### config.mk
export PLATFORM = sky130hd
export DESIGN_NAME = nv_ram_fifo_ctrl_128x128
export DESIGN_NICKNAME = d
export VERILOG_FILES = /design/src/rtl/nv_ram_fifo_ctrl_128x128.sv
export SDC_FILE = /design/constraint.sdc
export NUM_CORES = 1
export LEC_CHECK = 0
export ABC_AREA = 1
export CORE_AREA = 2 2 211 213
export CTS_BUF_LIST = sky130_fd_sc_hd__clkbuf_2 sky130_fd_sc_hd__clkbuf_4 sky130_fd_sc_hd__clkbuf_8
export DETAILED_ROUTE_END_ITERATION = 10
export DIE_AREA = 0 0 213 215
export GPL_TIMING_DRIVEN = 0
export PLACE_DENSITY = 0.73
export SLEW_MARGIN = 40
export SYNTH_ARGS = -nofsm -noshare
export SYNTH_HDL_FRONTEND = slang
export SYNTH_SLANG_ARGS = --single-unit
### constraint.sdc
create_clock -name nvdla_core_clk -period 30 [get_ports nvdla_core_clk]
set_input_delay 3 -clock nvdla_core_clk [delete_from_list [all_inputs] [get_ports nvdla_core_clk]]
set_output_delay 3 -clock nvdla_core_clk [all_outputs]
set_load 0.01 [all_outputs]
### src/rtl/nv_ram_fifo_ctrl_128x128.sv
// Controller for a 128x128 FIFO backed by an external RAM with a registered read port.
// A 2-entry output skid stage plus one in-flight read hide the RAM read latency.
module nv_ram_fifo_ctrl_128x128 (
  input  logic         nvdla_core_clk,
  input  logic         nvdla_core_rstn,
  input  logic         wr_pvld,
  output logic         wr_prdy,
  input  logic [127:0] wr_pd,
  output logic         rd_pvld,
  input  logic         rd_prdy,
  output logic [127:0] rd_pd,
  output logic         ram_we,
  output logic [6:0]   ram_wa,
  output logic [127:0] ram_di,
  output logic         ram_re,
  output logic [6:0]   ram_ra,
  input  logic [127:0] ram_dout,
  output logic [7:0]   fifo_cnt,
  output logic         fifo_idle
);

  // Handshakes: a beat transfers on a rising edge where valid && ready are both 1;
  // valid never depends on ready on either side.

  logic [6:0]   wr_ptr;
  logic [6:0]   rd_ptr;
  logic [7:0]   ram_cnt;
  logic [1:0]   out_cnt;
  logic         inflight;
  logic [127:0] out_q0;
  logic [127:0] out_q1;
  logic         push;
  logic         pop;
  logic         issue;
  logic [2:0]   stage_after_pop;

  // No credit from a same-cycle read: a write never lands on an unread entry.
  assign wr_prdy = nvdla_core_rstn && (ram_cnt < 8'd128);
  assign push    = wr_pvld && wr_prdy;
  assign rd_pvld = (out_cnt != 2'd0);
  assign pop     = rd_pvld && rd_prdy;

  assign stage_after_pop = {1'b0, out_cnt} + {2'b00, inflight} - {2'b00, pop};
  assign issue           = (ram_cnt != 8'd0) && (stage_after_pop < 3'd2);

  assign ram_we    = push;
  assign ram_wa    = wr_ptr;
  assign ram_di    = wr_pd;
  assign ram_re    = issue;
  assign ram_ra    = rd_ptr;
  assign rd_pd     = out_q0;
  assign fifo_idle = (fifo_cnt == 8'd0);

  always_ff @(posedge nvdla_core_clk or negedge nvdla_core_rstn) begin
    if (!nvdla_core_rstn) begin
      wr_ptr   <= 7'd0;
      rd_ptr   <= 7'd0;
      ram_cnt  <= 8'd0;
      out_cnt  <= 2'd0;
      inflight <= 1'b0;
      fifo_cnt <= 8'd0;
    end else begin
      if (push) begin
        wr_ptr <= wr_ptr + 7'd1;
      end
      if (issue) begin
        rd_ptr <= rd_ptr + 7'd1;
      end
      case ({push, issue})
        2'b10:   ram_cnt <= ram_cnt + 8'd1;
        2'b01:   ram_cnt <= ram_cnt - 8'd1;
        default: ram_cnt <= ram_cnt;
      endcase
      inflight <= issue;
      out_cnt  <= out_cnt + {1'b0, inflight} - {1'b0, pop};
      // Issue and capture only move entries inside the FIFO, so the total tracks push/pop.
      case ({push, pop})
        2'b10:   fifo_cnt <= fifo_cnt + 8'd1;
        2'b01:   fifo_cnt <= fifo_cnt - 8'd1;
        default: fifo_cnt <= fifo_cnt;
      endcase
    end
  end

  // Output-stage data carries no reset; rd_pvld qualifies it.
  always_ff @(posedge nvdla_core_clk) begin
    case ({inflight, pop})
      2'b01: begin
        out_q0 <= out_q1;
      end
      2'b10: begin
        if (out_cnt == 2'd0) begin
          out_q0 <= ram_dout;
        end else begin
          out_q1 <= ram_dout;
        end
      end
      2'b11: begin
        if (out_cnt == 2'd1) begin
          out_q0 <= ram_dout;
        end else begin
          out_q0 <= out_q1;
          out_q1 <= ram_dout;
        end
      end
      default: begin
        out_q0 <= out_q0;
        out_q1 <= out_q1;
      end
    endcase
  end

endmodule

==> results.md, run 1 <==
* Status: finished clean
* First DRT Iteration DRCs at 1,343
* CP arrival at approximately 5.8 ns
* Largest net degree at the start of global routing at 40
* Slew HR at 56.7%
* Final setup TNS at 0 ns
* Seq cells post-synth at just under 300
* Final Skew at between 0.015 and 0.02 ns
* Initial Util at ~35%
* Via count at approximately 14,000
* H-tree depth at 2
* Reg-to-Reg Start: out_cnt[1]
* Area growth syn-to-layout at 40.6%
* Top-count cell post-synth: nand2_1
* Final number of setup-violating endpoints at 0
* Final Instance Area at roughly 21,000 um^2
* Synth Area per Inst at between 9 and 10 um^2
* Syn Inst Count at roughly 1,700
* DPL Wire Length at between 30 and 40 mm
* Root Buffer: clkbuf_8
* Vias in the first global route at about 14,000
* WHS Endpoint: ram_wa[6]
* Die width at about 210 um
* Total grt overflow at 0
* Placed Area at between 20,000 and 25,000 um^2
* Tcrit/Tclk final at between 20% and 30%
* Reg2Reg Setup Slack at 25.97 ns
* Sink Count at 289
* TritonCTS buffer count at 52
* Post-synthesis sequential area ratio at a little under three fifths
* Die area at roughly 46,000 um^2
* Cts repair resizes at 0
* DRC at 0
* Post-synth EDFFs at approximately 260
* IO buf count at slightly above 400
* Nets@finish at around 2,400
* Routed WL at about 52 mm
* Hold Path Stages at 1
* Total of max-cap violations at 0
* Synth Warn # at 0
* IO Count at ~540
* Clock slew at reported path FFs at roughly 0.06 ns
* Longest Clk Path Bufs at 3
* WP depth at 12
* Worst-Skew Late Latency at approximately 0.62 ns
* TritonCTS clock tree: built
* Post-synth cell types at 27
* Post-CTS setup buffers at 0
* Worst R2R Path Depth at 23
* Primary FF master, synth: edfxtp_1
* Crit-path max cell delay at between 0.6 and 0.7 ns
* Worst setup EP type: primary output
* Worst EP required at ~27 ns
* Vias/cell at between 4 and 5
* End of the worst register-to-register path: ram_cnt[6]
* Maximum vdd drop at between 0.05 and 0.06 mV
* Per-cell routed wire length at between 15 and 20 um
* Startpoint types: input port
* Tightest Hold Check Type: flip-flop to flip-flop
* Gr usage total at approximately 22%
* Synth Cell Area at about 15,000 um^2
* Chip Height at 215 um
* Post-DRT Antenna Nets at 0
* Gpl congestion at ~0.9
* Top cells by count, synth: nand2_1 (602), nand3_1 (407), edfxtp_1 (256)
* Worst path bufs/invs at 5
* Ranking of synthesized cells by area: edfxtp_1 (51%), nand2_1 (15%), nand3_1 (13%)
* Power density cells at 100 nW/um^2
* Initial antenna violation count at 2
* Worst Setup Path Type: input port to primary output
* Fmax at between 0.1 and 0.15 GHz
* Maximum fanout along the worst path at 12
* Slowest-stage cell, CP: clkdlybuf4s50_1
* Fraction of layout cells with a size suffix above 1 at 12.8%
* Top-area cell type share of the netlist area at 50.8%
* P_leak at 8.91 nW
* Fill cell count at a little under 4,000
* CP Cell Sequence: clkdlybuf4s50_1 -> nand2_2 -> ha_1 -> inv_1 -> ha_1 -> inv_1 -> fa_1 -> xnor2_1 -> nand2_1 -> nor2_1 -> buf_2 -> clkdlybuf4s50_1
* Post-synth net total at between 1,500 and 2,000
* Total power at 2.13 mW
* Hold-fix buffers, CTS at 0
* Global-route wire length before repair at a little under 80 mm
* Final Hold Vio Count at 0
* First-pass iteration count of the detailed router at 6
* Slew @ Worst Pin at around 0.65 ns
* Area of the core at ~44,000 um^2
* Fin crit period at about 9 ns
* Fraction of registers with async set/reset at 11.4%
* Top Family by Delay on Critical Path: buffers and inverters
* Hold path start: ram_wa[6]
* Site row count at between 70 and 80
* Slew Limit Fails at 0
* RSZ-0062 raised after global routing: false
* Dominant cell type by area after synthesis: edfxtp_1
==> stage by stage <==
stage               util [%]  std cells  setup slack, ns  hold WS, ns
floorplan                  -       1664            19.66        0.467
CTS                     48.7       2773            21.11        0.477
global placement        45.8       2670            14.59        0.471
finish                  48.7       2777            21.17        0.470
detailed placement      46.4       2681            21.12        0.469
global route            48.7       2774            21.03        0.482
==> power breakdown <==
group          internal (mW)  switching (mW)  leakage [nW]
clock network          0.199           0.170         0.525
registers              0.654          0.0716          2.85
logic                  0.426           0.608          5.53
total                   1.28           0.850          8.91
==> routing by layer <==
layer	share of wire [%]	wire (um)	track usage, %	vias up
met4	1.8	965	5.45	0
met1	40	20700	27.7	6640
met2	49	25800	37.4	682
met5	0	0	0	-
met3	9.2	4800	6.39	70
li1	-	-	-	6465
==> placed cells by master (no fill, tap or decap), types with 2 or more instances in the layout <==
cell type,synthesis,final
dfrtp_1,33,33
buf_1,11,11
bufinv_16,0,2
diode_2,0,4
clkinv_2,0,7
nor2_1,17,17
xnor2_1,9,9
edfxtp_1,256,256
nand4_1,3,3
buf_2,33,33
or2_2,4,4
clkbuf_4,0,13
inv_2,3,3
o22ai_1,3,3
clkinv_1,0,13
nand3b_1,5,5
inv_1,44,44
ha_1,18,18
clkdlybuf4s50_1,0,413
buf_16,0,3
fa_1,3,3
xor2_1,6,6
nand2_1,602,602
buf_4,140,141
o21ai_0,8,7
a21oi_1,8,8
nand2_2,2,2
nand3_1,407,407
buf_8,0,5
buf_12,0,3
clkbuf_2,0,2
clkbuf_1,44,42
clkbuf_8,0,54
clkinvlp_4,0,3
==> how the worst max path moves through the flow <==
| stage | from | end | slack, ns |
|---|---|---|---|
| 5_1_grt | rd_prdy | ram_re | 21.03 |
| 2_1_floorplan | out_cnt[1] | rd_pd[0] | 19.66 |
| 4_1_cts | rd_prdy | ram_re | 21.11 |
| 3_3_place_gp | out_cnt[1] | rd_pd[41] | 14.59 |
| 6_report | rd_prdy | ram_re | 21.17 |
| 3_5_place_dp | rd_prdy | ram_re | 21.12 |
==> cell type report <==
type	count	area (um^2)	area share [%]
Timing Repair Buffer	425	4360	20.5
Clock buffer	67	841	3.95
Buffer	229	1440	6.76
Tap cell	592	741	3.48
Multi-Input combinational cell	1099	5020	23.6
Inverter	47	176	0.830
Sequential cell	289	8510	40.0
Antenna cell	4	10.0	0.0471
Clock inverter	25	166	0.783
==> worst reg2reg max path, cell delays in order, from the launching register on <==
cell and delay [ns]:
dfrtp_1 0.42, inv_2 0.08, nand2_2 0.19, nand2_2 0.18, ha_1 0.31, inv_1 0.05, ha_1 0.13, inv_1 0.05
fa_1 0.37, xnor2_1 0.15, nand2_1 0.10, nor2_1 0.15, buf_2 0.26, ha_1 0.40, inv_1 0.10, fa_1 0.36
inv_1 0.08, nand2_1 0.07, nand2_1 0.11, nand3b_1 0.12, nand2_1 0.08, nand2_1 0.05, nand3_1 0.06, nand2_1 0.05
==> cell families after synthesis <==
kind of cell               synth area share (%)
and+or+nand+nor                            29.6
DFF                                        56.3
buffers and inverters                      10.6
adders and majority gates                  1.89
AOI/OAI and AO/OA                         0.703
xor gates and xnor gates                  0.869
==> state kept, by name, summed over array words and instances (netlist names) <==
register  count
out_q1      128
rd_pd       128
fifo_cnt      8
ram_cnt       8
ram_ra        7
ram_wa        7
out_cnt       2
inflight      1
Note: power is estimated with default switching activity, not from simulation.
==> run 2: changes to the inputs <==
==> constraint.sdc (replaced) <==
create_clock -name nvdla_core_clk -period 8.7 [get_ports nvdla_core_clk]
set_input_delay 0.87 -clock nvdla_core_clk [delete_from_list [all_inputs] [get_ports nvdla_core_clk]]
set_output_delay 0.87 -clock nvdla_core_clk [all_outputs]
set_load 0.01 [all_outputs]
==> results.md, run 2 (synthesis gave the netlist of run 1 again) <==
* Status: finished clean
* Initial antenna violation count at 4
* Tightest Hold Check Type: input port to asynchronous set/reset pin
* End of the worst register-to-register path: ram_cnt[6]
* Top Family by Delay on Critical Path: buffers and inverters
* IO Count at around 540
* Worst R2R Path Depth at 23
* Final core occ at between 40% and 50%
* Total power at ~7.4 mW
* Seq pwr share at 33.7%
* Initial Util at approximately a third
* Fin Hold WS at ~0.21 ns
* Slew Limit Fails at 0
* Slew HR at roughly three fifths
* Die area at around 46,000 um^2
* Area growth syn-to-layout at 41.3%
* Gr usage total at roughly 22%
* Post-DRT Antenna Nets at 0
* First-pass iteration count of the detailed router at 8
* Via count at 13,900
* Slowest-stage cell, CP: clkdlybuf4s50_1
* Maximum fanout along the worst path at 12
* Worst setup EP type: primary output
* Gpl congestion at between 0.8 and 0.9
* CP Cell Sequence: clkdlybuf4s50_1 -> nand2_2 -> ha_1 -> inv_1 -> ha_1 -> inv_1 -> fa_1 -> xnor2_1 -> nand2_1 -> nor2_1 -> buf_2 -> clkdlybuf4s50_1
* Per-cell routed wire length at between 15 and 20 um
* Critical path capture point: ram_re
* P_leak at 8.96 nW
* Most common cell after layout, fill and taps aside: nand2_1
* Post-CTS setup buffers at 0
* Startpoint types: input port
* Crit-path max cell delay at around 0.59 ns
* Most frequent cells in the layout: nand2_1 (602), clkdlybuf4s50_1 (413), nand3_1 (407)
* Final number of setup-violating endpoints at 0
* Sw power at 2.95 mW
* Fmax at 0.217 GHz
* Routed WL at 52.5 mm
* Fill cell count at 3,908
* Clock slew at reported path FFs at around 0.060 ns
* Root Buffer: clkbuf_8
* Maximum vdd drop at 0.184 mV
* Int Power at 4.49 mW
* PnR worst setup slack at 4.10 ns
* TritonCTS buffer count at 51
* Switch share at 39.6%
* Vias/cell at 4.99
* Chip Height at ~220 um
* Clk pwr share at about 18%
* Nets@finish at between 2,000 and 2,500
* Worst Setup Path Type: input port to primary output
* Placed Area at 20,300 um^2
* Total grt overflow at 0
* First DRT Iteration DRCs at 1,298
* Fin crit period at about 4.6 ns
* Vias in the first global route at 13,500
* Logic pwr share at between 40 and 50%
* Hold-fix buffers, CTS at 0
* Slew @ Worst Pin at just under 0.6 ns
* Sink Count at between 200 and 300
* TritonCTS clock tree: built
* WP depth at 12
* IO buf count at between 400 and 500
* Reg2Reg Setup Slack at about 4.6 ns
* Final Skew at 0.0340 ns
* CP arrival at 3.73 ns
* Longest Clk Path Bufs at 3
* Site row count at 77
* Worst-Skew Late Latency at ~0.63 ns
* Fraction of layout cells with a size suffix above 1 at about an eighth
* Placed Cells at 2,683
* Power density cells at around 350 nW/um^2
* H-tree depth at 2
* Cts repair resizes at 0
* DRC at 0
* Reg-to-Reg Start: out_cnt[1]
* Worst EP required at 7.83 ns
* CP startpoint: rd_prdy
* Dpl ws at just under 4 ns
* Finished Layout Cells at roughly 2,800
* Die width at roughly 210 um
* Final Hold Vio Count at 0
* Final Instance Area at roughly 21,000 um^2
* DPL Wire Length at approximately 39 mm
* Final setup TNS at 0 ns
* RSZ-0062 raised after global routing: false
* Area of the core at about 44,000 um^2
* Tcrit/Tclk final at a little over half
* Worst path bufs/invs at 5
* Total of max-cap violations at 0
* Largest net degree at the start of global routing at 34
* Global-route wire length before repair at between 70 and 80 mm
[run 2: worst min path at each step]
| stage | slack, ns | startpoint | endpoint |
|---|---|---|---|
| finish | 0.21 | nvdla_core_rstn | ram_cnt[2] |
| global route | 0.20 | nvdla_core_rstn | ram_cnt[2] |
| CTS | 0.16 | nvdla_core_rstn | ram_cnt[2] |
| detailed placement | 0.47 | ram_wa[6] | ram_wa[6] |
| global placement | 0.47 | ram_wa[6] | ram_wa[6] |
| floorplan | 0.47 | ram_cnt[0] | ram_cnt[0] |
[run 2: cell type report]
class / instances / area, um^2 / area share (%)
Multi-Input combinational cell: 1099 / 5020 / 23.5
Clock inverter: 24 / 214 / 1.00
Sequential cell: 289 / 8510 / 39.9
Tap cell: 592 / 741 / 3.47
Antenna cell: 3 / 7.51 / 0.0351
Buffer: 229 / 1440 / 6.72
Clock buffer: 69 / 856 / 4.01
Timing Repair Buffer: 427 / 4400 / 20.6
Inverter: 47 / 176 / 0.826
[run 2: metal layers]
layer,vias to the layer above,track usage (%),share of wire (%)
met2,714,38.0,50
met1,6588,27.5,40
li1,6471,-,-
met5,-,0,0
met4,0,6.83,2.5
met3,87,5.36,7.9
[run 2: power by group through the flow]
stage,registers [mW],logic (mW),clock network [mW]
floorplan,2.72,1.84,0
global placement,2.64,3.37,0
detailed placement,2.53,3.57,0
CTS,2.50,3.59,1.38
global route,2.55,3.96,1.43
finish,2.50,3.58,1.35
==> run 3: changes to the inputs <==
==> constraint.sdc (replaced) <==
create_clock -name nvdla_core_clk -period 4.66 [get_ports nvdla_core_clk]
set_input_delay 0.466 -clock nvdla_core_clk [delete_from_list [all_inputs] [get_ports nvdla_core_clk]]
set_output_delay 0.466 -clock nvdla_core_clk [all_outputs]
set_load 0.01 [all_outputs]
==> results.md, run 3 (synthesis gave the netlist of run 1 again) <==
* Status: finished clean
* Worst setup EP type: primary output
* CP Cell Sequence: inv_2 -> nand2_2 -> nand2_2 -> ha_1 -> inv_1 -> ha_1 -> inv_1 -> fa_1 -> xnor2_1 -> nand2_1 -> nor2_1 -> buf_2 -> clkdlybuf4s50_1
* Initial Util at between 30% and 40%
* Fin Hold WS at between 0.2 and 0.3 ns
* Area growth syn-to-layout at 41.0%
* Worst EP required at between 4 and 5 ns
* Site row count at between 70 and 80
* Fill cell count at 3,974
* Gpl congestion at 0.882
* Fmax at around 0.25 GHz
* Tightest Hold Check Type: input port to asynchronous set/reset pin
* Chip Height at roughly 220 um
* Vias in the first global route at 13,700
* Root Buffer: clkbuf_8
* Largest net degree at the start of global routing at 39
* Worst-Skew Late Latency at approximately 0.65 ns
* Slew Limit Fails at 0
* Initial antenna violation count at 10
* TritonCTS clock tree: built
* Area of the core at between 40,000 and 50,000 um^2
* GR Layer Usage met3 at a little under a tenth
* Top Family by Delay on Critical Path: buffers and inverters
* IO buf count at between 400 and 500
* Post-DRT Antenna Nets at 0
* Cts repair resizes at 0
* Most frequent cells in the layout: nand2_1 (602), clkdlybuf4s50_1 (413), nand3_1 (407)
* Total power at ~14 mW
* Fin crit period at slightly above 4 ns
* Finished Layout Cells at ~2,800
* CP arrival at roughly 3.6 ns
* Total of max-cap violations at 0
* Routed WL at about 53 mm
* Power density cells at ~650 nW/um^2
* Tcrit/Tclk final at about 86%
* Worst path bufs/invs at 5
* Register area at approximately 8500 um^2
* DPL Wire Length at around 40 mm
* Final Skew at 0.0454 ns
* RSZ-0062 raised after global routing: false
* Maximum fanout along the worst path at 12
* Sink Count at 289
* Die width at between 200 and 250 um
* Grt peak-use layer: met2
* Startpoint types: flip-flop
* Per-cell routed wire length at roughly 19 um
* IO Count at ~540
* TritonCTS buffer count at 52
* Most common cell after layout, fill and taps aside: nand2_1
* Crit-path max cell delay at ~0.6 ns
* Die area at between 40,000 and 50,000 um^2
* Final Hold Vio Count at 0
* Via count at ~14,000
* Total grt overflow at 0
* Slew @ Worst Pin at between 0.6 and 0.7 ns
* Placed Cells at 2,682
* Fraction of layout cells with a size suffix above 1 at approximately an eighth
* First-pass iteration count of the detailed router at 6
* Post-CTS setup buffers at 0
* Slew HR at between 50% and 60%
* Global-route wire length before repair at 80.1 mm
* H-tree depth at 2
* Area of the multi-input gates at roughly 5000 um^2
* Final number of setup-violating endpoints at 0
* Clock slew at reported path FFs at roughly 0.070 ns
* Longest Clk Path Bufs at 3
* Vias/cell at between 4 and 5
* Grt met2 use at roughly 38%
* P_leak at 8.93 nW
* Maximum vdd drop at around 0.41 mV
* Worst Setup Path Type: flip-flop to primary output
* Gr usage total at 22.8%
* DRC at 0
* First DRT Iteration DRCs at approximately 1,100
* GR Layer Usage met1 at a little over a quarter
* Slowest-stage cell, CP: clkdlybuf4s50_1
* Nets@finish at roughly 2,400
-- run 3: power by group --
| part | switching (mW) | internal, mW | total [mW] |
|---|---|---|---|
| logic | 3.94 | 2.74 | 6.68 |
| clock network | 1.13 | 1.31 | 2.44 |
| registers | 0.454 | 4.21 | 4.67 |
-- run 3: what timing repair did --
action                                  4_1_cts  5_1_grt
hold buffers                                  1        0
endpoints found under the setup margin        0        0
endpoints found under the hold margin        14        0
-- run 3: layout make-up --
class	instances	share of cell area, %
clock buffers	75	4.28
multi-input cells	1099	23.5
flip-flops and latches	289	39.9
plain buffers	229	6.74
well taps	592	3.47
diodes	6	0.0704
inverters	47	0.827
repair buffers	427	20.5
clock inverters	23	0.616
-- run 3: layer usage --
metal,part of all wire [%],vias up
li1,-,6472
met3,12,127
met4,3.0,8
met2,48,748
met1,37,6555
met5,0.090,-
-- run 3: per-stage QoR --
stage               util (%)  setup TNS (ns)  instance area (um^2)  worst slack, ns
floorplan                  -               0                 15100            0.251
global placement        45.9         -257.34                 20000            -1.73
detailed placement      46.4               0                 20300            0.349
CTS                     48.8               0                 21300            0.592
global route            48.9               0                 21300            0.381
finish                  48.9               0                 21300            0.639
-- run 3: final timing paths --
path / cells past startpoint / startpoint / slack [ns] / to
setup / recovery: 13 / out_cnt[1] / 0.64 / ram_re
hold / removal: 2 / nvdla_core_rstn / 0.30 / fifo_cnt[7]
setup reg to reg: 23 / out_cnt[1] / 0.73 / ram_cnt[6]
hold reg to reg: 1 / ram_wa[6] / 0.48 / ram_wa[6]
max in group asynchronous: 3 / nvdla_core_rstn / 3.92 / ram_cnt[2]
min in group nvdla_core_clk: 1 / ram_dout[107] / 0.43 / out_q1[107]
